## src/rtl/word_unpacker.sv

```systemverilog
// -----------------------------------------------------------------------------
// word_unpacker
//
// Receive side of the 32-bit packed-word format {b_hi, b_lo, zero}. One word is
// accepted per valid/ready handshake, and its two payload bytes are replayed
// as a byte stream, MSB byte first. A word counter tracks fully emitted words.
//
// Optional feature (macro WORD_UNPACKER_ZCHK_EN):
//   defined     - words with a nonzero zero field are acknowledged but dropped,
//                 and the sticky zero_err flag is raised until rst.
//   not defined - the zero field is ignored and zero_err is tied low.
//
// Ports
//   clk        clock, all state changes on the rising edge
//   rst        synchronous, active-high reset
//   in_valid   in_word is valid
//   in_ready   block can take in_word this cycle
//   in_word    packed word {b_hi, b_lo, zero}, 4*DATA_W bits
//   out_valid  out_byte is valid
//   out_ready  consumer takes out_byte this cycle
//   out_byte   current payload byte
//   out_last   out_byte is the second byte of its word
//   word_cnt   number of words fully emitted, modulo 2**CNT_W
//   zero_err   sticky nonzero-zero-field error
// -----------------------------------------------------------------------------
module word_unpacker #(
   parameter int DATA_W = 8,
   parameter int CNT_W  = 16
) (
   input  logic                clk,
   input  logic                rst,
   input  logic                in_valid,
   output logic                in_ready,
   input  logic [4*DATA_W-1:0] in_word,
   output logic                out_valid,
   input  logic                out_ready,
   output logic [DATA_W-1:0]   out_byte,
   output logic                out_last,
   output logic [CNT_W-1:0]    word_cnt,
   output logic                zero_err
);

   typedef enum logic [1:0] {
      IDLE,
      HI,
      LO
   } state_t;

   state_t            state;
   state_t            state_nxt;
   logic [DATA_W-1:0] hi_q;
   logic [DATA_W-1:0] lo_q;
   logic              in_xfer;
   logic              zero_bad;
   logic              load;

`ifdef WORD_UNPACKER_ZCHK_EN
   assign zero_bad = |in_word[2*DATA_W-1:0];
`else
   // Zero field deliberately ignored in this build.
   logic unused_zero;
   assign unused_zero = ^in_word[2*DATA_W-1:0];
   assign zero_bad    = 1'b0;
`endif

   // LO accepts the next word only when its last byte leaves in the same
   // cycle; this is the single combinational out_ready -> in_ready path.
   assign in_ready  = (state == IDLE) || ((state == LO) && out_ready);
   assign out_valid = (state != IDLE);
   assign in_xfer   = in_valid && in_ready;
   // A dropped word completes its handshake but is never loaded.
   assign load      = in_xfer && !zero_bad;

   // NOTE: every output of a combinational block gets a default first, so no
   // path through the case statement leaves a value unassigned (no latch).
   always_comb begin
      state_nxt = state;
      out_byte  = '0;
      out_last  = 1'b0;
      case (state)
         IDLE: begin
            if (load) state_nxt = HI;
         end
         HI: begin
            out_byte = hi_q;
            if (out_ready) state_nxt = LO;
         end
         LO: begin
            out_byte = lo_q;
            out_last = 1'b1;
            if (out_ready) state_nxt = load ? HI : IDLE;
         end
         default: state_nxt = IDLE;
      endcase
   end

   // NOTE: sequential state uses non-blocking assignments so every register
   // samples pre-edge values regardless of statement order.
   always_ff @(posedge clk) begin
      if (rst) begin
         state    <= IDLE;
         // NOTE: the held payload is plain data and would not normally need a
         // reset; it is cleared so no stale byte can surface after reset.
         hi_q     <= '0;
         lo_q     <= '0;
         word_cnt <= '0;
      end else begin
         state <= state_nxt;
         if (load) begin
            hi_q <= in_word[4*DATA_W-1 -: DATA_W];
            lo_q <= in_word[3*DATA_W-1 -: DATA_W];
         end
         // The last byte leaving completes the word; wraps silently.
         if ((state == LO) && out_ready) word_cnt <= word_cnt + CNT_W'(1);
      end
   end

`ifdef WORD_UNPACKER_ZCHK_EN
   always_ff @(posedge clk) begin
      if (rst)                      zero_err <= 1'b0;
      else if (in_xfer && zero_bad) zero_err <= 1'b1;
   end
`else
   assign zero_err = 1'b0;
`endif

endmodule

```

## config.mk

```make
export PLATFORM = sky130hd
export DESIGN_NAME = word_unpacker
export DESIGN_NICKNAME = d
export VERILOG_FILES = /design/src/rtl/word_unpacker.sv
export SDC_FILE = /design/constraint.sdc
export NUM_CORES = 1
export LEC_CHECK = 0
export ABC_AREA = 1
export CORE_MARGIN = 2
export CORE_UTILIZATION = 47
export CTS_CLUSTER_DIAMETER = 40
export DETAILED_ROUTE_END_ITERATION = 7
export PLACE_DENSITY = 0.88
export REMOVE_ABC_BUFFERS = 1
export SKIP_LAST_GASP = 1
export SYNTH_ARGS = -nofsm -noshare
export SYNTH_HDL_FRONTEND = slang
export SYNTH_SLANG_ARGS = --single-unit
```

## constraint.sdc

```tcl
create_clock -name clk -period 2.15 [get_ports clk]
set_input_delay 0.215 -clock clk [delete_from_list [all_inputs] [get_ports clk]]
set_output_delay 0.215 -clock clk [all_outputs]
set_load 0.005 [all_outputs]
```

After elaboration in Yosys (flattened, before gate mapping)
Cells that the tools add are included.

cells by class
  add/subtract/negate cells = 1
  eq/ne operators = 5
  div/mod/pow operators = 0
  magnitude comparators = 0
  $mul = 0
  bitwise gates (word level) = 0
  shifts and indexed selects = 0
  reductions and logical operators = 6
  multiplexer cells = 7

operator list
  kind                                            count
  adder 16 x 1 -> 16 bit (second input constant)  1
  one-hot mux 8 bit (2 select lines)              1
  2-to-1 mux 2 bit                                3
  inequality test 2 bit (second input constant)   3
  one-hot mux 2 bit (3 select lines)              1
  AND reduction 3 bit                             1
  == test 2 x 1 -> 1 bit (second input constant)  1
  == test 2 bit (second input constant)           1
  logical AND 1 bit                               2
  zero test 2 bit                                 1
  2-to-1 mux 1 bit                                2
  nonzero test 2 bit                              1
  logical OR 1 bit                                1

storage, ports and cells
  latch bits = 0
  memories = 0
  bits in registers = 34
  logic and storage cells = 23
  bits in read-only memories = 0
  RAM bits = 0

Longest topological paths before layout
Gate-level depths: netlist (run 1).

  word-level depth = 7
  depth in mapped cells = 11
  gate-level depth less buffers = 10

Least setup slack after synthesis (run 1)
OpenSTA, ideal clock, no wires.

  path type = flip-flop to flip-flop
  start point = reg state[0]
  end point = reg hi_q[0]
  stages on the path, launching flop included = 11
  buffers on the path = 2
  data required time = 2034 ps
  setup time = 116 ps
  setup slack = 658 ps
  data arrival time = 1376 ps
  cells stage by stage = dfxtp_1 inv_1 ha_1 buf_6 nand2_8 nand2_4 nand2_4 inv_2 buf_6 nor2_1 nor2_1

between the ends
  cells in the longest elaborated chain, start to end = 4
  elaborated cells on any way between the ends = 5

ends and longest elaborated chain
  element                   line  RTL
  start: declaration        49    state_t state;
  start signal: assignment  108   state <= state_nxt;
  == test 2 bit             68    assign in_ready = (state == IDLE) || ((state == LO) && out_ready);
  logical AND 1 bit         68
  logical OR 1 bit (*)      68
  net in_ready              33    output logic in_ready,
  logical AND 1 bit (*)     70    assign in_xfer = in_valid && in_ready;
  end signal: assignment    110   hi_q <= in_word[4*DATA_W-1 -: DATA_W];
  end: declaration          51    logic [DATA_W-1:0] hi_q;

Mark *: on every way through the listed nets, which the timed path passes. The rest lies on a longest branch.
A chain may end at the register's enable or synchronous reset.

Worst setup path in the final report (run 1)
  start point = reg state[0]
  end point = out out_byte[5]

between the ends
  cells in the longest elaborated chain, start to end = 2
  elaborated cells on any way between the ends = 3

ends and longest elaborated chain
  element                                                         line  RTL
  == test 2 bit / == test 2 x 1 -> 1 bit (equally long branches)  80    case (state)
  one-hot mux 8 bit (2 select lines) (*)                          80
  end: declaration                                                37    output logic [DATA_W-1:0] out_byte,

Every way passes the cells marked *; elsewhere a longest branch is shown, timed or not.

==> results of run 1 <==
## tightest hold or removal path, cell delays in order
cell	delay, ps
clkdlybuf4s50_1	390
o21ai_0	150
nor2_1	40
## report_power, final
group          switching (mW)  internal, mW
logic                   0.225         0.179
clock network           0.226         0.223
registers              0.0427         0.695
total                   0.493          1.10
## routing by layer
metal  vias up  wire [um]  share of wire
met2        39       1880           0.47
met4         0         66          0.017
met1       758       1860           0.47
met5         -          0              0
li1        862          -              -
met3         7        168          0.042
## layout by cell type, fill, tap and decap left out, types with 2 or more instances in the layout
cell and instances:
nand4_1 3, nor3_1 3, buf_4 3, clkbuf_8 3
nand2_1 42, ha_4 2, nor2_4 3, dfxtp_1 32
nand3_1 10, clkbuf_4 5, a21oi_1 14, ha_1 4
o21ai_0 23, clkdlybuf4s50_1 42, inv_2 3, dlymetal6s2s_1 4
dfxtp_4 2, nor2_1 56, nand2_4 4, inv_1 20
a21oi_2 3
## logic make-up (layout without fill, tap and decap cells)
group           after synthesis  count (layout)  share of synthesized area
xor+xnor                      1               1                    0.00513
buf+inv                      31              80                     0.0805
other cells                   1               1                    0.00219
simple gates                125             125                      0.340
fa+ha+maj                     6               6                     0.0439
flops                        34              34                      0.398
compound gates               43              43                      0.130
## stage by stage
stage,instances,util,TNS [ps],hold slack (ps),power (mW)
2_1_floorplan,233,-,0,284,0.955
3_3_place_gp,327,0.641,0,464,1.10
3_5_place_dp,327,0.641,0,472,1.11
4_1_cts,335,0.671,0,470,1.57
5_1_grt,336,0.682,-30.7,496,1.68
6_report,336,0.682,0,473,1.59
## state kept, by name, summed over array words and instances, names as in the netlist
name	cells
state	2
hi_q	8
word_cnt	16
lo_q	8
## worst min-delay path by stage
stage                      from  endpoint  slack (ps)  cells past startpoint
detailed placement      hi_q[0]   hi_q[0]         470                      2
global route        in_word[17]   lo_q[1]         500                      3
finish              in_word[19]   lo_q[3]         470                      3
global placement        hi_q[0]   hi_q[0]         460                      2
floorplan                   rst  state[0]         280                      1
CTS                 in_word[16]   lo_q[0]         470                      3
## area by class of cell
class	instances	area, um^2	share of cell area
clock buffer	8	78.8	0.0338
timing repair buffer	49	493	0.211
inverter	23	86.3	0.0370
tap	46	57.6	0.0247
multi-input combinational	176	927	0.398
sequential	34	688	0.295
## repair_timing
action,4_1_cts,5_1_grt
pin swaps,0,0
gates resized for setup,7,10
setup buffers,0,1
setup endpoints to repair,10,8
hold buffers,0,0
==> results.py, run 1 <==
metrics = {
    "yosys": {
        "synth_edf_count": 0,
        "yosys.area.top_type": "dfxtp_1",
        "async_flop_share": 0,
        "synth.distinct_cells": 27,
        "yosys_warnings": 0,
        "synth_top_area_share": 0.398,
        "yosys-top-cells-area": "dfxtp_1 40%, nor2_1 12%, nand2_1 9.2%, o21ai_0 6.7%, a21oi_1 5.0%",
        "synth.most_common_cell": "nor2_1",
        "yosys_register_bits": 34,
        "avgSynthCellArea_um2": 7.09,
        "synth_area_um2": 1710,
        "synth-seq-area-share": 0.398,
        "ys.flop_type": "dfxtp_1",
        "syn_inst": 241,
        "synthTopCellsByCount": "56 x nor2_1, 42 x nand2_1, 34 x dfxtp_1",
    },
    "grt": {
        "gr-max-usage-layer": "met2",
        "grt_pass1_vias": 1502,
        "grt_max_degree": 18,
        "use_met1": 0.241,
        "antenna_found_initial": 0,
        "grt_use_met2": 0.348,
        "met3_usage": 0.0581,
        "grt_overflow": 0,
        "grt_pass1_wl_um": 6580,
        "grt_use_total": 0.205,
    },
    "cts": {
        "clk_pin_slew_ps": 100,
        "cts.sinks": 34,
        "clockRootBuffer": "clkbuf_4",
        "clk_latency_ps": 350,
        "clockBufferDepth": 2,
        "cts_buffers": 5,
        "cts_tree": "built",
        "cts_max_level": 2,
    },
    "finish": {
        "stdcell_area_um2": 2330,
        "syn_to_final_growth_pct": 36.4,
        "num_antenna_cells": 0,
        "fin_nets": 331,
        "fill_cells": 285,
        "drive_gt1_frac": 0.107,
    },
    "die": {
        "pin_count": 64,
        "initial_core_util": 0.500,
        "die_w_um": 64.3,
        "die_y_um": 64.3,
        "core-area_um2": 3420,
        "num_rows": 21,
        "die_area_um2": 4140,
    },
    "route": {
        "drcViolationCount": 0,
        "drt_iter0_drc": 89,
        "postRouteAntennaNets": 0,
        "drtPass1Iterations": 4,
        "wirelength_um": 3980,
        "vias": 1666,
        "detail_route.wl_per_cell_um": 11.8,
        "viasPerCell": 4.96,
    },
    "placement": {
        "pre_cts_slack_ps": 191,
        "gp_congestion": 0.810,
        "hpwlAfterDp_um": 2810,
        "port-buffer-count": 46,
        "place_area_um2": 2190,
    },
    "worst_setup_path": {
        "regToRegEndpoint": "lo_q[7]",
        "max_stage_delay_ps": 510,
        "arrival_ps": 1880,
        "path_buf_inv": 2,
        "crit_path_start": "state[0]",
        "crit_chain": "inv_1 -> ha_4 -> nand2_1 -> a21oi_2 -> clkdlybuf4s50_1",
        "rrSetupSlack_ps": 500,
        "startpoint_type": "register",
        "slowest_stage": "clkdlybuf4s50_1",
        "crit_path_end": "out_byte[5]",
        "crit_type": "register to output port",
        "regToRegStartpoint": "state[0]",
        "crit_cells": 5,
        "cpLargestDelayFamily": "buffers and inverters",
        "end_kind": "output port",
        "required_ps": 1930,
        "worst-path-max-fanout": 11,
        "reg2reg_depth": 8,
    },
    "sta": {
        "final.setup_skew_ps": 4.69,
        "layout_setup_ws_ps": 54.8,
        "fmax_mhz": 477,
        "fin_crit_ps": 2100,
        "hold_viol_final": 0,
        "grt_setup_unrepaired": "true",
        "min_period_over_period": 0.975,
        "setup_viol": 0,
        "slew_violations": 0,
    },
    "status": {
        "outcome": "completed",
    },
    "hold_path": {
        "hp-class": "input pin to register",
    },
    "power": {
        "power.density_nw_per_um2": 682,
        "irDropWorstVdd_uv": 420,
        "leakagePower_nw": 1.01,
    },
    "job": {
        "cap_violations": 0,
    },
}
No activity file was read; power rests on OpenSTA's default activity.
==> run 2, diff against run 1 <==
- GPL_TIMING_DRIVEN: default -> 1
==> results of run 2 <==
No change in the layout: final DEF, timing and power equal those of run 1.
